==> src/rtl/spi_wb_burst_bridge.sv <==
// spi_wb_burst_bridge
//   SPI slave (mode 1: CPOL=0, CPHA=1) to Wishbone master bridge.
//   Frame: [CMD][ADDR x ADDR_BYTES][DATA word x N], MSB first, N unbounded
//   while spi_cs_n stays low. Commands: 0x00 single read, 0x01 single write,
//   0x02 burst read, 0x03 burst write; anything else is ignored until CS high.
//   Burst commands auto-increment the address after every data word; reads
//   are prefetched one word ahead.
// Ports
//   clk, rst_n              system clock, asynchronous active-low reset
//   spi_sclk/mosi/cs_n      SPI inputs (asynchronous to clk)
//   spi_miso                SPI data out (1 when not returning read data)
//   wb_adr_o/dat_o/we_o     Wishbone master address, write data, write enable
//   wb_cyc_o/stb_o          Wishbone cycle and strobe (always asserted together)
//   wb_dat_i/ack_i          Wishbone read data and acknowledge
//   busy_o                  a Wishbone cycle is outstanding
//   err_o                   sticky overrun/underrun/timeout flag, cleared on CS fall
module spi_wb_burst_bridge #(
  parameter int ADDR_BYTES     = 2,
  parameter int DATA_BYTES     = 1,
  parameter int TIMEOUT_CYCLES = 255
) (
  input  logic                    clk,
  input  logic                    rst_n,
  input  logic                    spi_sclk,
  input  logic                    spi_mosi,
  output logic                    spi_miso,
  input  logic                    spi_cs_n,
  output logic [8*ADDR_BYTES-1:0] wb_adr_o,
  output logic [8*DATA_BYTES-1:0] wb_dat_o,
  input  logic [8*DATA_BYTES-1:0] wb_dat_i,
  output logic                    wb_we_o,
  output logic                    wb_cyc_o,
  output logic                    wb_stb_o,
  input  logic                    wb_ack_i,
  output logic                    busy_o,
  output logic                    err_o
);

  localparam int AW = 8 * ADDR_BYTES;
  localparam int DW = 8 * DATA_BYTES;
  localparam int SW = (AW > DW) ? AW : DW;
  localparam int BW = $clog2(SW + 1);
  localparam int TW = $clog2(TIMEOUT_CYCLES + 1);

  typedef enum logic [1:0] {RX_CMD, RX_ADDR, RX_DATA, RX_IGN} rx_state_t;
  typedef enum logic {WB_IDLE, WB_WAIT} wb_state_t;

  rx_state_t       rx_state;
  wb_state_t       wb_state;

  logic [2:0]      sclk_sync;
  logic [2:0]      cs_sync;
  logic [1:0]      mosi_sync;
  logic [BW-1:0]   bit_cnt;
  logic [SW-1:0]   rx_sh;
  logic [1:0]      cmd;          // [1]=burst, [0]=write
  logic [AW-1:0]   addr;
  logic [DW-1:0]   tx_sh;
  logic [DW-1:0]   tx_buf;
  logic            buf_valid;
  logic            rd_pend;
  logic            req;
  logic            req_we;
  logic [AW-1:0]   req_adr;
  logic [DW-1:0]   req_dat;
  logic            err_rx;
  logic            rd_done;
  logic            drop;
  logic [TW-1:0]   tcnt;

  // Edges are taken between sync stages 2 and 3 so each is seen exactly once.
  logic sclk_rise, sclk_fall, cs_active, cs_fall, mosi_bit, wb_free, can_rd;
  logic [AW-1:0] addr_in, pf_adr;
  logic [DW-1:0] word_in;

  assign sclk_rise = sclk_sync[1] & ~sclk_sync[2];
  assign sclk_fall = ~sclk_sync[1] & sclk_sync[2];
  assign cs_active = ~cs_sync[1];
  assign cs_fall   = cs_sync[2] & ~cs_sync[1];
  assign mosi_bit  = mosi_sync[1];
  assign addr_in   = {rx_sh[AW-2:0], mosi_bit};
  assign word_in   = {rx_sh[DW-2:0], mosi_bit};
  assign pf_adr    = cmd[1] ? addr + AW'(1) : addr;
  // A request pulse in flight counts as busy: only one cycle may be outstanding.
  assign wb_free   = (wb_state == WB_IDLE) && !req;
  assign can_rd    = wb_free && !rd_pend;
  assign busy_o    = (wb_state == WB_WAIT);

  // SPI receive / transmit side
  always_ff @(posedge clk or negedge rst_n) begin
    if (!rst_n) begin
      sclk_sync <= '0;
      cs_sync   <= '1;
      mosi_sync <= '0;
      rx_state  <= RX_CMD;
      bit_cnt   <= '0;
      rx_sh     <= '0;
      cmd       <= '0;
      addr      <= '0;
      tx_sh     <= '1;
      buf_valid <= 1'b0;
      rd_pend   <= 1'b0;
      req       <= 1'b0;
      req_we    <= 1'b0;
      req_adr   <= '0;
      req_dat   <= '0;
      err_rx    <= 1'b0;
      spi_miso  <= 1'b1;
    end else begin
      sclk_sync <= {sclk_sync[1:0], spi_sclk};
      cs_sync   <= {cs_sync[1:0], spi_cs_n};
      mosi_sync <= {mosi_sync[0], spi_mosi};
      req       <= 1'b0;
      err_rx    <= 1'b0;
      if (!cs_active) begin
        rx_state  <= RX_CMD;
        bit_cnt   <= '0;
        rd_pend   <= 1'b0;
        buf_valid <= 1'b0;
      end else begin
        if (rd_done)
          buf_valid <= 1'b1;
        // A read that could not start because the bus was busy goes out now.
        if (rd_pend && wb_free) begin
          req     <= 1'b1;
          req_we  <= 1'b0;
          req_adr <= addr;
          rd_pend <= 1'b0;
        end
        if (sclk_fall) begin
          rx_sh   <= {rx_sh[SW-2:0], mosi_bit};
          bit_cnt <= bit_cnt + BW'(1);
          case (rx_state)
            RX_CMD: begin
              if (bit_cnt == BW'(7)) begin
                bit_cnt <= '0;
                if (rx_sh[6:1] == 6'd0) begin
                  cmd      <= {rx_sh[0], mosi_bit};
                  rx_state <= RX_ADDR;
                end else begin
                  rx_state <= RX_IGN;
                end
              end
            end
            RX_ADDR: begin
              if (bit_cnt == BW'(AW - 1)) begin
                bit_cnt  <= '0;
                rx_state <= RX_DATA;
                addr     <= addr_in;
                if (!cmd[0]) begin
                  if (can_rd) begin
                    req     <= 1'b1;
                    req_we  <= 1'b0;
                    req_adr <= addr_in;
                  end else begin
                    rd_pend <= 1'b1;
                  end
                end
              end
            end
            RX_DATA: begin
              // First falling edge of a read word: move the buffer into the
              // shifter and prefetch the following word.
              if (bit_cnt == '0 && !cmd[0]) begin
                tx_sh     <= buf_valid ? tx_buf : '1;
                buf_valid <= 1'b0;
                if (!buf_valid)
                  err_rx <= 1'b1;
                addr <= pf_adr;
                if (can_rd) begin
                  req     <= 1'b1;
                  req_we  <= 1'b0;
                  req_adr <= pf_adr;
                end else begin
                  rd_pend <= 1'b1;
                end
              end
              if (bit_cnt == BW'(DW - 1)) begin
                bit_cnt <= '0;
                if (cmd[0]) begin
                  if (wb_free) begin
                    req     <= 1'b1;
                    req_we  <= 1'b1;
                    req_adr <= addr;
                    req_dat <= word_in;
                  end else begin
                    err_rx <= 1'b1;
                  end
                  if (cmd[1])
                    addr <= addr + AW'(1);
                end
              end
            end
            default: ;
          endcase
        end else if (sclk_rise && rx_state == RX_DATA && !cmd[0] && bit_cnt != '0) begin
          tx_sh <= {tx_sh[DW-2:0], 1'b1};
        end
      end
      // Before a read word's first falling edge the MSB comes straight from
      // the buffer; afterwards from the shifter.
      if (cs_active && rx_state == RX_DATA && !cmd[0])
        spi_miso <= (bit_cnt == '0) ? (buf_valid ? tx_buf[DW-1] : 1'b1) : tx_sh[DW-1];
      else
        spi_miso <= 1'b1;
    end
  end

  // Wishbone master side
  always_ff @(posedge clk or negedge rst_n) begin
    if (!rst_n) begin
      wb_state <= WB_IDLE;
      wb_adr_o <= '0;
      wb_dat_o <= '0;
      wb_we_o  <= 1'b0;
      wb_cyc_o <= 1'b0;
      wb_stb_o <= 1'b0;
      tcnt     <= '0;
      tx_buf   <= '0;
      rd_done  <= 1'b0;
      drop     <= 1'b0;
      err_o    <= 1'b0;
    end else begin
      rd_done <= 1'b0;
      if (cs_fall)
        err_o <= 1'b0;
      if (err_rx)
        err_o <= 1'b1;
      case (wb_state)
        WB_IDLE: begin
          if (req) begin
            wb_adr_o <= req_adr;
            wb_we_o  <= req_we;
            if (req_we)
              wb_dat_o <= req_dat;
            wb_cyc_o <= 1'b1;
            wb_stb_o <= 1'b1;
            tcnt     <= '0;
            drop     <= !cs_active;
            wb_state <= WB_WAIT;
          end
        end
        default: begin
          // The cycle always runs to ack or timeout; CS high only marks its
          // read data as stale.
          if (!cs_active)
            drop <= 1'b1;
          if (wb_ack_i) begin
            wb_cyc_o <= 1'b0;
            wb_stb_o <= 1'b0;
            wb_state <= WB_IDLE;
            if (!wb_we_o && !drop && cs_active) begin
              tx_buf  <= wb_dat_i;
              rd_done <= 1'b1;
            end
          end else if (tcnt == TW'(TIMEOUT_CYCLES - 1)) begin
            wb_cyc_o <= 1'b0;
            wb_stb_o <= 1'b0;
            wb_state <= WB_IDLE;
            err_o    <= 1'b1;
            if (!wb_we_o && !drop && cs_active) begin
              tx_buf  <= '1;
              rd_done <= 1'b1;
            end
          end else begin
            tcnt <= tcnt + TW'(1);
          end
        end
      endcase
    end
  end

endmodule

==> config.mk <==
export PLATFORM = sky130hd
export DESIGN_NAME = spi_wb_burst_bridge
export DESIGN_NICKNAME = d
export VERILOG_FILES = /design/src/rtl/spi_wb_burst_bridge.sv
export SDC_FILE = /design/constraint.sdc
export NUM_CORES = 1
export LEC_CHECK = 0
export ABC_AREA = 1
export CORE_MARGIN = 2
export CORE_UTILIZATION = 40
export DETAILED_ROUTE_END_ITERATION = 10
export RECOVER_POWER = 100
export SLEW_MARGIN = 15
export SYNTH_ARGS = -nofsm -noshare
export SYNTH_HDL_FRONTEND = slang
export SYNTH_SLANG_ARGS = --single-unit
export TNS_END_PERCENT = 20
==> constraint.sdc <==
create_clock -name clk -period 2.4 [get_ports clk]
set_input_delay 0.72 -clock clk [delete_from_list [all_inputs] [get_ports clk]]
set_output_delay 0.72 -clock clk [all_outputs]
set_load 0.05 [all_outputs]
==> reports/results.txt <==
Status -> complete, no violations
Minimum clock period -> 2.309 ns
CTS Hold Bufs -> 0
Final Wtd Congestion -> 0.9222
Average size of a mapped cell -> 7.683 um^2
Starting Density -> 40.80%
Die W -> 139.4 um
Setup Crit Path Kind -> flop to output port
Adder-cell area share of the yosys netlist -> 1.878%
R2R setup slack -> 0.22 ns
Fin. max-slew vios -> 0
WP data required -> 1.68 ns
Htree depth -> 4
Total net switching power -> 2.924 mW
DRC viols -> 0
Clk pwr share -> 36.8%
Post-synthesis mux area share -> 1.229%
DRT Pass-1 Iters -> 8
XOR/XNOR Fraction of Synth Area -> 1.314%
RSZ-0062 raised after global routing -> false
Post-Synthesis Cell Area -> 7330 um^2
Initial DRC count -> 397
Sum Neg Setup Slack -> 0 ns
Most frequent cell after synthesis -> nand2_1
Clock Skews -> 0.009894 ns
Clock root buffer -> clkbuf_16
CTS tree -> built
# port buffers -> 43
Arr. time, crit path -> 1.59 ns
Logic gate share of total power -> 26.4%
Max-Cap Viols -> 0
Area leader, netlist -> dfrtp_1
Non-Filler Instances -> 1235
Simple-Gate Fraction of Synth Area -> 24.89%
I/O pin total -> 44
Worst setup SP type -> flop
Seq/Total Area, Yosys -> 45.27%
DP Cell Count -> 1203
Layout net count -> 1018
R2R depth -> 5
Seq cells post-synth -> 132
FILL cells -> 1791
Sw frac -> 35.52%
Vias in the first global route -> 5869
Hold Fails Final Rpt -> 0
Relative slew slack -> 27.80%
Sequential Power Share -> 36.8%
Actual slew at the worst max-slew pin -> 1.083 ns
Fin util -> 47.61%
Die area -> 19420 um^2
Clk Latency, worst-skew pair -> 0.43 ns
Fin crit share -> 96.21%
DRT Wirelength -> 18440 um
Reg clk slew, reported paths -> 0.06 ns
Worst path buffer plus inverter count -> 1
CTS Buf Count -> 17
Setup crit end kind -> output port
Top delay family on crit path -> buffers and inverters
Share of cells above drive strength 1 -> 9.940%
VDD IR max -> 0.8038 mV
Worst path max stage delay -> 0.81 ns
WL per Instance -> 14.93 um
Setup-failing EPs final -> 0
Leakage Power -> 4.049 nW
Synthesized Nets -> 979
Remaining antenna violation count -> 0
Clk buf depth -> 2
Core area -> 17960 um^2
Initial antenna violation count -> 0
Post-synth top area share -> 40.97%
Netlist cell types -> 47
Gr ovfl total -> 0
Worst path cell trace -> clkdlybuf4s50_1
Total number of vias -> 6279
Compound-Gate Fraction of Synth Area -> 16.87%
DIE HEIGHT -> 139.4 um
Max Fclk -> 433.1 MHz
Crit-path max FO -> 2
Antenna diodes -> 0
Area grow syn2layout -> 16.70%
Post-synthesis async set-or-reset flop share -> 100.0%
GRT Total Usage -> 19.80%
Internal power -> 5.308 mW
Clock Sinks -> 132
Synth warn -> 0
# rows -> 49
Largest cells by area after synthesis -> dfrtp_1 (41%), nand2_1 (13%), o21ai_0 (5.4%), nor2_1 (4.9%), inv_1 (4.5%)
PwrDens -> 962.4 nW/um^2
EDFF count, synth -> 0
Primary FF master, synth -> dfrtp_1
Worst path depth -> 1
Slowest-stage cell, CP -> clkdlybuf4s50_1
HPWL after detailed placement -> 13250 um
First-pass GRT wire length -> 31040 um
Largest net degree at the start of global routing -> 47
Mapped Cells -> 954
Post-synth top cells -> nand2_1 (257), dfrtp_1 (120), nor2_1 (95)
Largest family of logic cells by synthesized area -> simple AND/OR/NAND/NOR gates
Via density -> 5.084
Worst Hold Class -> flop to flop
Hold path depth -> 0
==> flip-flops by register name (all words and copies together) (netlist names), 2 cells and up <==
name       flops
wb_dat_o       8
req_adr       16
rx_sh         15
cs_sync        3
tcnt           8
tx_sh          8
tx_buf         8
bit_cnt        5
wb_adr_o      16
sclk_sync      3
req_dat        8
mosi_sync      2
rx_state       2
addr          16
cmd            2
==> logic make-up after synthesis <==
kind of cell | after synthesis
compound gates | 223
simple gates | 425
flops | 132
fa+ha+maj | 11
xor+xnor | 11
buf+inv | 144
mux | 8
==> final timing paths <==
kind,start,endpoint
setup / recovery,wb_adr_o[2],wb_adr_o[2]
hold / removal,mosi_sync[0],mosi_sync[1]
setup reg to reg,sclk_sync[1],bit_cnt[2]
hold reg to reg,mosi_sync[0],mosi_sync[1]
max in group asynchronous,rst_n,err_o
min in group asynchronous,rst_n,mosi_sync[1]
==> repair_timing <==
item,CTS,global route
resized for setup,0,2
buffers inserted,0,0
endpoints found under the setup margin,0,2
==> metrics by stage <==
| step | instance area (um^2) | hold slack, ns | power [mW] | worst slack (ns) |
|---|---|---|---|---|
| floorplan | 7330 | 0.3312 | 4.563 | 0.5765 |
| global placement | 7951 | 0.3332 | 5.265 | 0.3683 |
| detailed placement | 7951 | 0.3358 | 5.292 | 0.3073 |
| CTS | 8631 | 0.2227 | 8.351 | 0.01824 |
| global route | 8553 | 0.3613 | 8.682 | 0.01705 |
| finish | 8553 | 0.3450 | 8.232 | 0.09107 |
==> worst register-to-register path: cells and delay by family (launching register included) <==
kind	cells	cell delay, ns
flops	1	0.39
simple gates	2	0.81
buf+inv	2	0.56
compound gates	1	0.32
==> area by class of cell <==
type | instances | area, um^2 | area share, %
well taps | 229 | 286.5 | 3.350
repair buffers | 58 | 501.7 | 5.866
clock inverters | 13 | 226.5 | 2.648
inverters | 106 | 397.9 | 4.652
multi-input cells | 678 | 3369 | 39.39
flip-flops and latches | 132 | 3318 | 38.79
clock buffers | 19 | 452.9 | 5.295
==> cells in the final DEF (no fill, tap or decap), drive strengths merged, types with 9 or more instances in the layout <==
cell type | netlist | layout
inv | 103 | 104
nor2 | 107 | 107
ha | 11 | 11
clkbuf | 11 | 30
dfrtp | 120 | 120
clkdlybuf4s50 | 0 | 34
nand2 | 265 | 265
dfstp | 12 | 12
o22ai | 9 | 9
xor2 | 9 | 9
a21oi | 54 | 54
buf | 27 | 9
o21ai | 125 | 125
nand3 | 37 | 37
==> routing by layer <==
metal	GRT usage [%]	share of wire, %
met1	30.21	52
met2	27.76	42
met3	3.613	4.2
met4	7.602	1.5
met5	0	0
==> power by group through the flow <==
stage	Combinational, mW	Clock [mW]	Sequential, mW
2_1_floorplan	1.17	0	3.39
3_3_place_gp	2.21	0	3.06
3_5_place_dp	2.23	0	3.06
4_1_cts	2.24	3.08	3.03
5_1_grt	2.42	3.17	3.09
6_report	2.18	3.03	3.03
Note: power is estimated with default switching activity, not from simulation.
